File: src/rtl/uart_tx.sv
// UART transmitter: 8N1 framing, LSB first, fed from a small write FIFO so a
// producer can queue several bytes while a frame is on the line.
module uart_tx #(
    parameter int CLOCKS_PER_BIT = 87,
    parameter int FIFO_DEPTH     = 4
) (
    input  logic       clock,
    input  logic       reset_n,
    input  logic       write_enable,
    input  logic [7:0] data_to_send,
    output logic       ready,
    output logic       outgoing_bit,
    output logic       is_transmitting,
    output logic       done
);

    localparam int CNT_W = (CLOCKS_PER_BIT > 1) ? $clog2(CLOCKS_PER_BIT) : 1;
    localparam int PTR_W = $clog2(FIFO_DEPTH);
    localparam logic [CNT_W-1:0] CNT_LAST = CNT_W'(CLOCKS_PER_BIT - 1);
    localparam logic [PTR_W:0]   FIFO_FULL = (PTR_W + 1)'(FIFO_DEPTH);

    typedef enum logic [1:0] {
        S_IDLE  = 2'd0,
        S_START = 2'd1,
        S_DATA  = 2'd2,
        S_STOP  = 2'd3
    } state_e;

    state_e           state_q, state_d;
    logic [CNT_W-1:0] cnt_q, cnt_d;
    logic [2:0]       idx_q, idx_d;
    logic [7:0]       shift_q, shift_d;
    logic             out_q, out_d;
    logic             tx_q, tx_d;
    logic             done_q, done_d;
    logic             ready_q, ready_d;

    logic [7:0]       mem_q [FIFO_DEPTH];
    logic [PTR_W-1:0] wr_ptr_q, wr_ptr_d;
    logic [PTR_W-1:0] rd_ptr_q, rd_ptr_d;
    logic [PTR_W:0]   count_q, count_d;
    logic             push_s, pop_s, not_empty_s;

    assign push_s      = write_enable && ready_q;
    assign not_empty_s = (count_q != {(PTR_W + 1){1'b0}});

    // FIFO bookkeeping; ready is precomputed from the next count so it is a flop
    always_comb begin
        wr_ptr_d = wr_ptr_q;
        rd_ptr_d = rd_ptr_q;
        count_d  = count_q;
        if (push_s) begin
            wr_ptr_d = wr_ptr_q + PTR_W'(1);
        end else begin
            wr_ptr_d = wr_ptr_q;
        end
        if (pop_s) begin
            rd_ptr_d = rd_ptr_q + PTR_W'(1);
        end else begin
            rd_ptr_d = rd_ptr_q;
        end
        if (push_s && !pop_s) begin
            count_d = count_q + (PTR_W + 1)'(1);
        end else if (!push_s && pop_s) begin
            count_d = count_q - (PTR_W + 1)'(1);
        end else begin
            count_d = count_q;
        end
        ready_d = (count_d != FIFO_FULL);
    end

    // FIFO storage; contents need no reset because the pointers define validity
    always_ff @(posedge clock) begin
        if (reset_n && push_s) begin
            mem_q[wr_ptr_q] <= data_to_send;
        end
    end

    // Frame sequencer: the shift register is loaded only on a pop
    always_comb begin
        state_d = state_q;
        cnt_d   = cnt_q;
        idx_d   = idx_q;
        shift_d = shift_q;
        out_d   = out_q;
        tx_d    = tx_q;
        done_d  = 1'b0;
        pop_s   = 1'b0;
        case (state_q)
            S_IDLE: begin
                out_d = 1'b1;
                tx_d  = 1'b0;
                if (not_empty_s) begin
                    pop_s   = 1'b1;
                    shift_d = mem_q[rd_ptr_q];
                    out_d   = 1'b0;
                    tx_d    = 1'b1;
                    cnt_d   = {CNT_W{1'b0}};
                    state_d = S_START;
                end else begin
                    state_d = S_IDLE;
                end
            end
            S_START: begin
                if (cnt_q == CNT_LAST) begin
                    cnt_d   = {CNT_W{1'b0}};
                    idx_d   = 3'd0;
                    out_d   = shift_q[0];
                    shift_d = {1'b0, shift_q[7:1]};
                    state_d = S_DATA;
                end else begin
                    cnt_d = cnt_q + CNT_W'(1);
                end
            end
            S_DATA: begin
                if (cnt_q == CNT_LAST) begin
                    cnt_d = {CNT_W{1'b0}};
                    if (idx_q == 3'd7) begin
                        out_d   = 1'b1;
                        state_d = S_STOP;
                    end else begin
                        idx_d   = idx_q + 3'd1;
                        out_d   = shift_q[0];
                        shift_d = {1'b0, shift_q[7:1]};
                    end
                end else begin
                    cnt_d = cnt_q + CNT_W'(1);
                end
            end
            S_STOP: begin
                if (cnt_q == CNT_LAST) begin
                    done_d = 1'b1;
                    cnt_d  = {CNT_W{1'b0}};
                    // Chain straight into the next start bit when more data waits
                    if (not_empty_s) begin
                        pop_s   = 1'b1;
                        shift_d = mem_q[rd_ptr_q];
                        out_d   = 1'b0;
                        tx_d    = 1'b1;
                        state_d = S_START;
                    end else begin
                        out_d   = 1'b1;
                        tx_d    = 1'b0;
                        state_d = S_IDLE;
                    end
                end else begin
                    cnt_d = cnt_q + CNT_W'(1);
                end
            end
            default: begin
                out_d   = 1'b1;
                tx_d    = 1'b0;
                cnt_d   = {CNT_W{1'b0}};
                state_d = S_IDLE;
            end
        endcase
    end

    // State and output registers with synchronous active-low reset
    always_ff @(posedge clock) begin
        if (!reset_n) begin
            state_q  <= S_IDLE;
            cnt_q    <= {CNT_W{1'b0}};
            idx_q    <= 3'd0;
            shift_q  <= 8'd0;
            out_q    <= 1'b1;
            tx_q     <= 1'b0;
            done_q   <= 1'b0;
            ready_q  <= 1'b1;
            wr_ptr_q <= {PTR_W{1'b0}};
            rd_ptr_q <= {PTR_W{1'b0}};
            count_q  <= {(PTR_W + 1){1'b0}};
        end else begin
            state_q  <= state_d;
            cnt_q    <= cnt_d;
            idx_q    <= idx_d;
            shift_q  <= shift_d;
            out_q    <= out_d;
            tx_q     <= tx_d;
            done_q   <= done_d;
            ready_q  <= ready_d;
            wr_ptr_q <= wr_ptr_d;
            rd_ptr_q <= rd_ptr_d;
            count_q  <= count_d;
        end
    end

    assign ready           = ready_q;
    assign outgoing_bit    = out_q;
    assign is_transmitting = tx_q;
    assign done            = done_q;

endmodule

File: config.mk
export PLATFORM = sky130hd
export DESIGN_NAME = uart_tx
export DESIGN_NICKNAME = d
export VERILOG_FILES = /design/src/rtl/uart_tx.sv
export SDC_FILE = /design/constraint.sdc
export NUM_CORES = 1
export LEC_CHECK = 0
export BUFFER_PORTS_ARGS = -buffer_cell sky130_fd_sc_hd__buf_2
export CORE_MARGIN = 8
export CORE_UTILIZATION = 48
export DETAILED_ROUTE_END_ITERATION = 16
export PLACE_DENSITY = 0.62
export SETUP_SLACK_MARGIN = 0.3
export SLEW_MARGIN = 20
export SYNTH_ARGS = -nofsm -noshare
export SYNTH_HDL_FRONTEND = slang
export SYNTH_SLANG_ARGS = --single-unit
File: constraint.sdc
create_clock -name clock -period 2.4 [get_ports clock]
set_input_delay 0.36 -clock clock [delete_from_list [all_inputs] [get_ports clock]]
set_output_delay 0.36 -clock clock [all_outputs]
set_load 0.02 [all_outputs]
=== After elaboration in Yosys (flattened, before gate mapping) ===
Memory sizes are Yosys's and may differ from the RTL's. A register that Yosys moved wholly into a read port is not among the register bits.
Index checks and enable logic that the tools add are counted.

* Word-level logic and storage cells: 84
* Memories kept: 1
* Flip-flop bits (word level): 31
* Bits of input ports: 11
* Memory bits (writable): 32
* Output and inout port bits: 4

* Add/sub/neg operators: 6
* Equality and inequality tests: 12
* Reductions and logical operators: 17
* Multiplexer cells: 37

{| class="wikitable"
|+ Memory list
! name !! depth !! bits a word !! rd ports !! clocked after memory_dff !! wr ports !! line !! source
|-
| mem_q || 4 || 8 || 1 || 1 || 1 || 38 || <nowiki>logic [7:0] mem_q [FIFO_DEPTH];</nowiki>
|}

{| class="wikitable"
|+ Operator list
! cell !! number
|-
| 2-to-1 mux 8 bit || 5
|-
| one-hot mux 8 bit (4 select lines) || 1
|-
| 2-to-1 mux 3 bit || 5
|-
| 2-to-1 mux 7 bit || 2
|-
| one-hot mux 7 bit (2 select lines) || 1
|-
| 2-to-1 mux 1 bit || 12
|-
| 2-to-1 mux 2 bit || 6
|-
| != test 2 bit, second input constant || 6
|-
| AND reduction 4 bit || 3
|-
| one-hot mux 2 bit (4 select lines) || 1
|-
| adder 7 x 1 -> 7 bit, second input constant || 1
|-
| equality test 7 bit, second input constant || 1
|-
| adder 3 x 1 -> 3 bit, second input constant || 2
|-
| one-hot mux 3 bit (2 select lines) || 1
|-
| adder 2 x 1 -> 2 bit, second input constant || 2
|-
| equality test 2 bit, second input constant || 2
|-
| logical AND 1 bit || 4
|-
| one-hot mux 1 bit (2 select lines) || 2
|-
| one-hot mux 1 bit (4 select lines) || 1
|-
| AND reduction 2 bit || 2
|-
| nonzero test 2 bit || 2
|-
| equality test 3 bit, second input constant || 1
|-
| != test 3 bit, second input constant || 1
|-
| AND reduction 3 bit || 1
|-
| other kinds (6) || 7
|}

=== Logic depth before layout (Yosys ltp) ===
* Word-level depth: 8
* Mapped depth: 9
* Gate-level depth less buffers: 7

=== Worst setup path before layout ===
Ideal clock, no wire load.

* Path kind: reg2reg
* Start point: register state_q[0]
* End point: register shift_q[2]
* Stages on the path, launching flop included: 10
* Data arrival time: 1786 ps
* Required time: 2321 ps
* Setup slack: 535 ps
* Cell sequence: dfxtp_1 inv_1 ha_1 buf_2 clkinv_2 and2_2 and2b_4 buf_12 nor2_2 a211oi_2

* Cells in the longest elaborated chain, start to end: 3
* Elaborated cells between the ends (all ways): 10
* Classes of those cells: 7 x eq/ne; 1 x mux; 2 x reduce/logical

{| class="wikitable"
|+ Ends and longest elaborated chain
! element !! line !! source
|-
| start: declaration || 29 || <nowiki>state_e state_q, state_d;</nowiki>
|-
| start signal: assignment || 174 || <nowiki>state_q <= state_d;</nowiki>
|-
| equality test 2 bit or equality test 2 x 1 -> 1 bit (tied branches) || 89 || <nowiki>case (state_q)</nowiki>
|-
| != test 2 bit (no line) || -- ||
|-
| AND reduction 4 bit (no line) || -- ||
|-
| end signal: assignment || 177 || <nowiki>shift_q <= shift_d;</nowiki>
|-
| end: declaration || 32 || <nowiki>logic [7:0] shift_q, shift_d;</nowiki>
|}

Parallel ways exist; a longest one is shown, timed or not.
A chain may end at the register's enable or synchronous reset.

=== Worst setup path in the final report ===
* Start point: register state_q[0]
* End point: register shift_q[6]

The elaborated chain is that of the path after synthesis.

==> out/results.txt <==
The logs give 2 for the maximum count of clock buffers along a single path and 2650 ps for the worst path required time. The synthesized design contains 65 register bits. The library cell used as clock root buffer is sky130_fd_sc_hd__clkbuf_8.

Input and output buffers added on the ports amount to 14. The average wire length per cell after detail routing was 15.09 microns; the register clock-pin slew on the reported worst setup and hold paths was 80 ps. The logs give 0.5448 for the register area share after synthesis and 528 for the filler cell count in the final layout. The run gives 9 as the number of clock buffers inserted by TritonCTS. For this run, the leading register cell type out of synthesis is sky130_fd_sc_hd__dfxtp_1. Logic depth of the worst register-to-register path: 8.

For the remaining antenna violation count after routing, the log shows 0. The cell count after synthesis is 241. STA classifies the critical path startpoint as a flip-flop. For the number of antenna violations at the first check in global routing, the log shows 0. The per-cell via count in the routed design came out at 5.355. The final critical delay including setup and external delays was 2009 ps; the post-route setup TNS was 0 ps.

The detailed placement HPWL is 3636 microns, and the number of cells upsized or downsized after cts is 0. Once layout is done, the placed cells without fillers occupy 0.003343 sq mm. Summing over every cut layer, the via total after detailed routing is 1,853. The via count of the first global-routing pass was 1,856. The hold path depth works out to 1. The net count of the finished layout is 292. Traced cell by cell, the critical path runs through inv_1, ha_1, or3_2, o31ai_4, and2b_4, buf_4, nor2_1, a211oi_1. Once placement completed, the tool counted placed cells totaling 325. The share of flip-flops with an asynchronous set or reset after synthesis was 0. The worst setup path is of the flip-flop to flip-flop kind. The width of the chip is 94.75 microns.

For this design the static power due to leakage is 1.303 nW. The synthesized net count is 267. The run gives 0.6362 as the remaining max-slew budget at the tightest pin. Summed over all layers, the routed wires come to 5220 microns.

The area of the multi-input gates came out at 0.001260 sq mm. The first global-routing pass estimated 9073 microns of wire. The actual transition at the worst max-transition pin is 544.9 ps, and the final-report setup violation count is 0.

The post-CTS setup repair buffer count is 0, and the power density relative to cell area is 1220 mW/mm^2. The clock tree synthesis step divided the H-tree into 3 levels. The starting utilization of the core area came out at 0.4998.

The proportion of layout cells with a drive suffix above 1 came out at 0.2362. The logs give 6.430 ps for the worst-case clock skew and 0.008978 sq mm for the die area. After the flow finishes, the layout carries non-filler instances totaling 346.

The netlist uses 51 different library cells. The number of flops mapped to enable cells by yosys was 32; the largest incremental delay on the critical path was 510 ps. In this run the cell area measured after placement is 0.003103 sq mm. For the number of max-cap violations, the log shows 0. The floorplan step defined a core boundary enclosing 0.005956 sq mm. After clock tree synthesis, the flow added hold-fix buffers numbering 0.

The period utilization is 0.8371. The run gives 15 as the top-level I/O count. The largest fanout on the critical path is 7. Measured along the y axis, the die boundary spans 94.75 microns.

Counting every sink on the clock net gives 65. 0 antenna diodes ended up in the layout. Relative to the synthesized area, the layout overhead comes to 12.32%. For the placer congestion estimate, the log shows 0.7687.

Summing all flip-flop and latch instances after layout gives 0.001622 sq mm. The final-report max-slew violation count is 0. TritonCTS built the clock tree. After floorplanning, the core was divided into 28 placement rows.

STA puts the critical path data arrival time at 2260 ps. The total iterations of the first detailed-routing run was 4. The insertion delay to the later sink of the worst-skew pair was 340 ps; the hold violation total from the final report was 0.

The largest individual stage delay along the critical path comes from the cell sky130_fd_sc_hd__or3_2. The type of the tightest min-delay check is input port to flip-flop. The run finished with clean final reports.

The total global routing track utilization is 0.1318, and the average cell area after synthesis is 12.35 sq um. The run gives 92 as the number of design-rule violations left by the first detailed-router iteration. Setup repair after global routing could not meet its margin everywhere.

In this run the cell area of the synthesized design comes to 0.002977 sq mm. Nature of the critical path endpoint: a flip-flop. The tools report the worst supply voltage drop on vdd as 0.7587 mV. For the top achievable clock speed, the log shows 0.4977 GHz.

The tools report the total grt overflow as 0. The fraction of the core area covered by cells at the end of the flow is 0.5613, and the maximum number of pins on one net before global-route repair is 17. In the routed design, unresolved DRC markers number 0. The Yosys step of the flow raised 0 warnings.
report_power, final:
group | switching [W] | total (W) | internal [W]
clock network | 0.000454 | 0.000944 | 0.000490
registers | 0.000131 | 0.00147 | 0.00134
logic | 0.000865 | 0.00166 | 0.000798
cells by family after synthesis:
family	synth area share
and+or+nand+nor	0.1316
DFF	0.5448
AOI/OAI and AO/OA	0.1122
buffers and inverters	0.03447
muxes	0.09752
adders and majority gates	0.06305
xor gates and xnor gates	0.01639
flip-flops by register name, summed over array words and instances, names as in the netlist, named ones only:
name,flops
mem_q,32
shift_q,8
cnt_q,7
count_q,3
idx_q,3
rd_ptr_q,2
state_q,2
wr_ptr_q,2
done,1
is_transmitting,1
outgoing_bit,1
ready,1
worst max-delay path, delay by kind of cell, from the launching register on:
kind                       cells  cell delay (ps)
and+or+nand+nor                3              770
DFF                            1              380
buffers and inverters          2              200
adders and majority gates      1              270
AOI/OAI and AO/OA              2              300
per-layer routing:
metal | GRT usage | vias up | wire length, microns
li1 | - | 941 | -
met1 | 0.1756 | 880 | 2640
met3 | 0.03095 | 10 | 147
met2 | 0.1906 | 22 | 2304
met5 | 0 | - | 0
met4 | 0.07802 | 0 | 129
final timing paths:
check / from / end / slack (ps)
max: state_q[0]$_SDFFE_PN0P_ / shift_q[6]$_SDFFE_PN0P_ / 390
min: data_to_send[1] / mem_q[2][1]$_DFFE_PP_ / 240
max reg2reg: state_q[0]$_SDFFE_PN0P_ / shift_q[6]$_SDFFE_PN0P_ / 390
min reg2reg: shift_q[7]$_SDFFE_PN0P_ / shift_q[7]$_SDFFE_PN0P_ / 470
synthesized netlist by cell type (6+ instances only):
library cell | count | share of area
sky130_fd_sc_hd__mux2i_1 | 11 | 0.037
sky130_fd_sc_hd__nor2_1 | 27 | 0.034
sky130_fd_sc_hd__and3_1 | 6 | 0.013
sky130_fd_sc_hd__nand2_1 | 10 | 0.013
sky130_fd_sc_hd__inv_1 | 9 | 0.011
sky130_fd_sc_hd__mux4_2 | 8 | 0.061
sky130_fd_sc_hd__dfxtp_1 | 33 | 0.22
sky130_fd_sc_hd__edfxtp_1 | 32 | 0.32
sky130_fd_sc_hd__o21ai_0 | 7 | 0.012
sky130_fd_sc_hd__ha_1 | 15 | 0.063
sky130_fd_sc_hd__a21oi_1 | 9 | 0.015
stage by stage:
step	hold slack (ps)	power, W	worst slack, ps
floorplan	448.9	0.002804	534.5
global placement	461.3	0.003007	492.3
detailed placement	462.5	0.003023	415.4
CTS	216.8	0.003975	396.6
global route	216.0	0.004383	268.8
finish	236.1	0.004078	390.9
placed cells by master, fill, tap and decap left out, types with 3 or more instances in the layout:
cell type                  instances
sky130_fd_sc_hd__ha_1             15
sky130_fd_sc_hd__mux2i_1          11
sky130_fd_sc_hd__o22ai_1           5
sky130_fd_sc_hd__buf_2            14
sky130_fd_sc_hd__nor2_1           27
sky130_fd_sc_hd__o21ai_0           7
sky130_fd_sc_hd__a21oi_1           9
sky130_fd_sc_hd__nand3_1           5
sky130_fd_sc_hd__nor2_2            4
sky130_fd_sc_hd__a211oi_1          5
sky130_fd_sc_hd__buf_4             7
sky130_fd_sc_hd__mux4_2            8
sky130_fd_sc_hd__edfxtp_1         32
sky130_fd_sc_hd__and3_1            6
sky130_fd_sc_hd__dfxtp_1          33
sky130_fd_sc_hd__a211oi_2          3
sky130_fd_sc_hd__inv_1             9
sky130_fd_sc_hd__and2_1            5
sky130_fd_sc_hd__clkbuf_8          9
sky130_fd_sc_hd__nand2_1          10
layout make-up:
type                    count  area share
clock buffers               9     0.03705
multi-input cells         158      0.3769
well taps                  75     0.02807
flip-flops and latches     65      0.4850
repair buffers             21     0.03668
inverters                  11     0.01272
clock inverters             7     0.02358
Power figures use the tool's default switching activity.
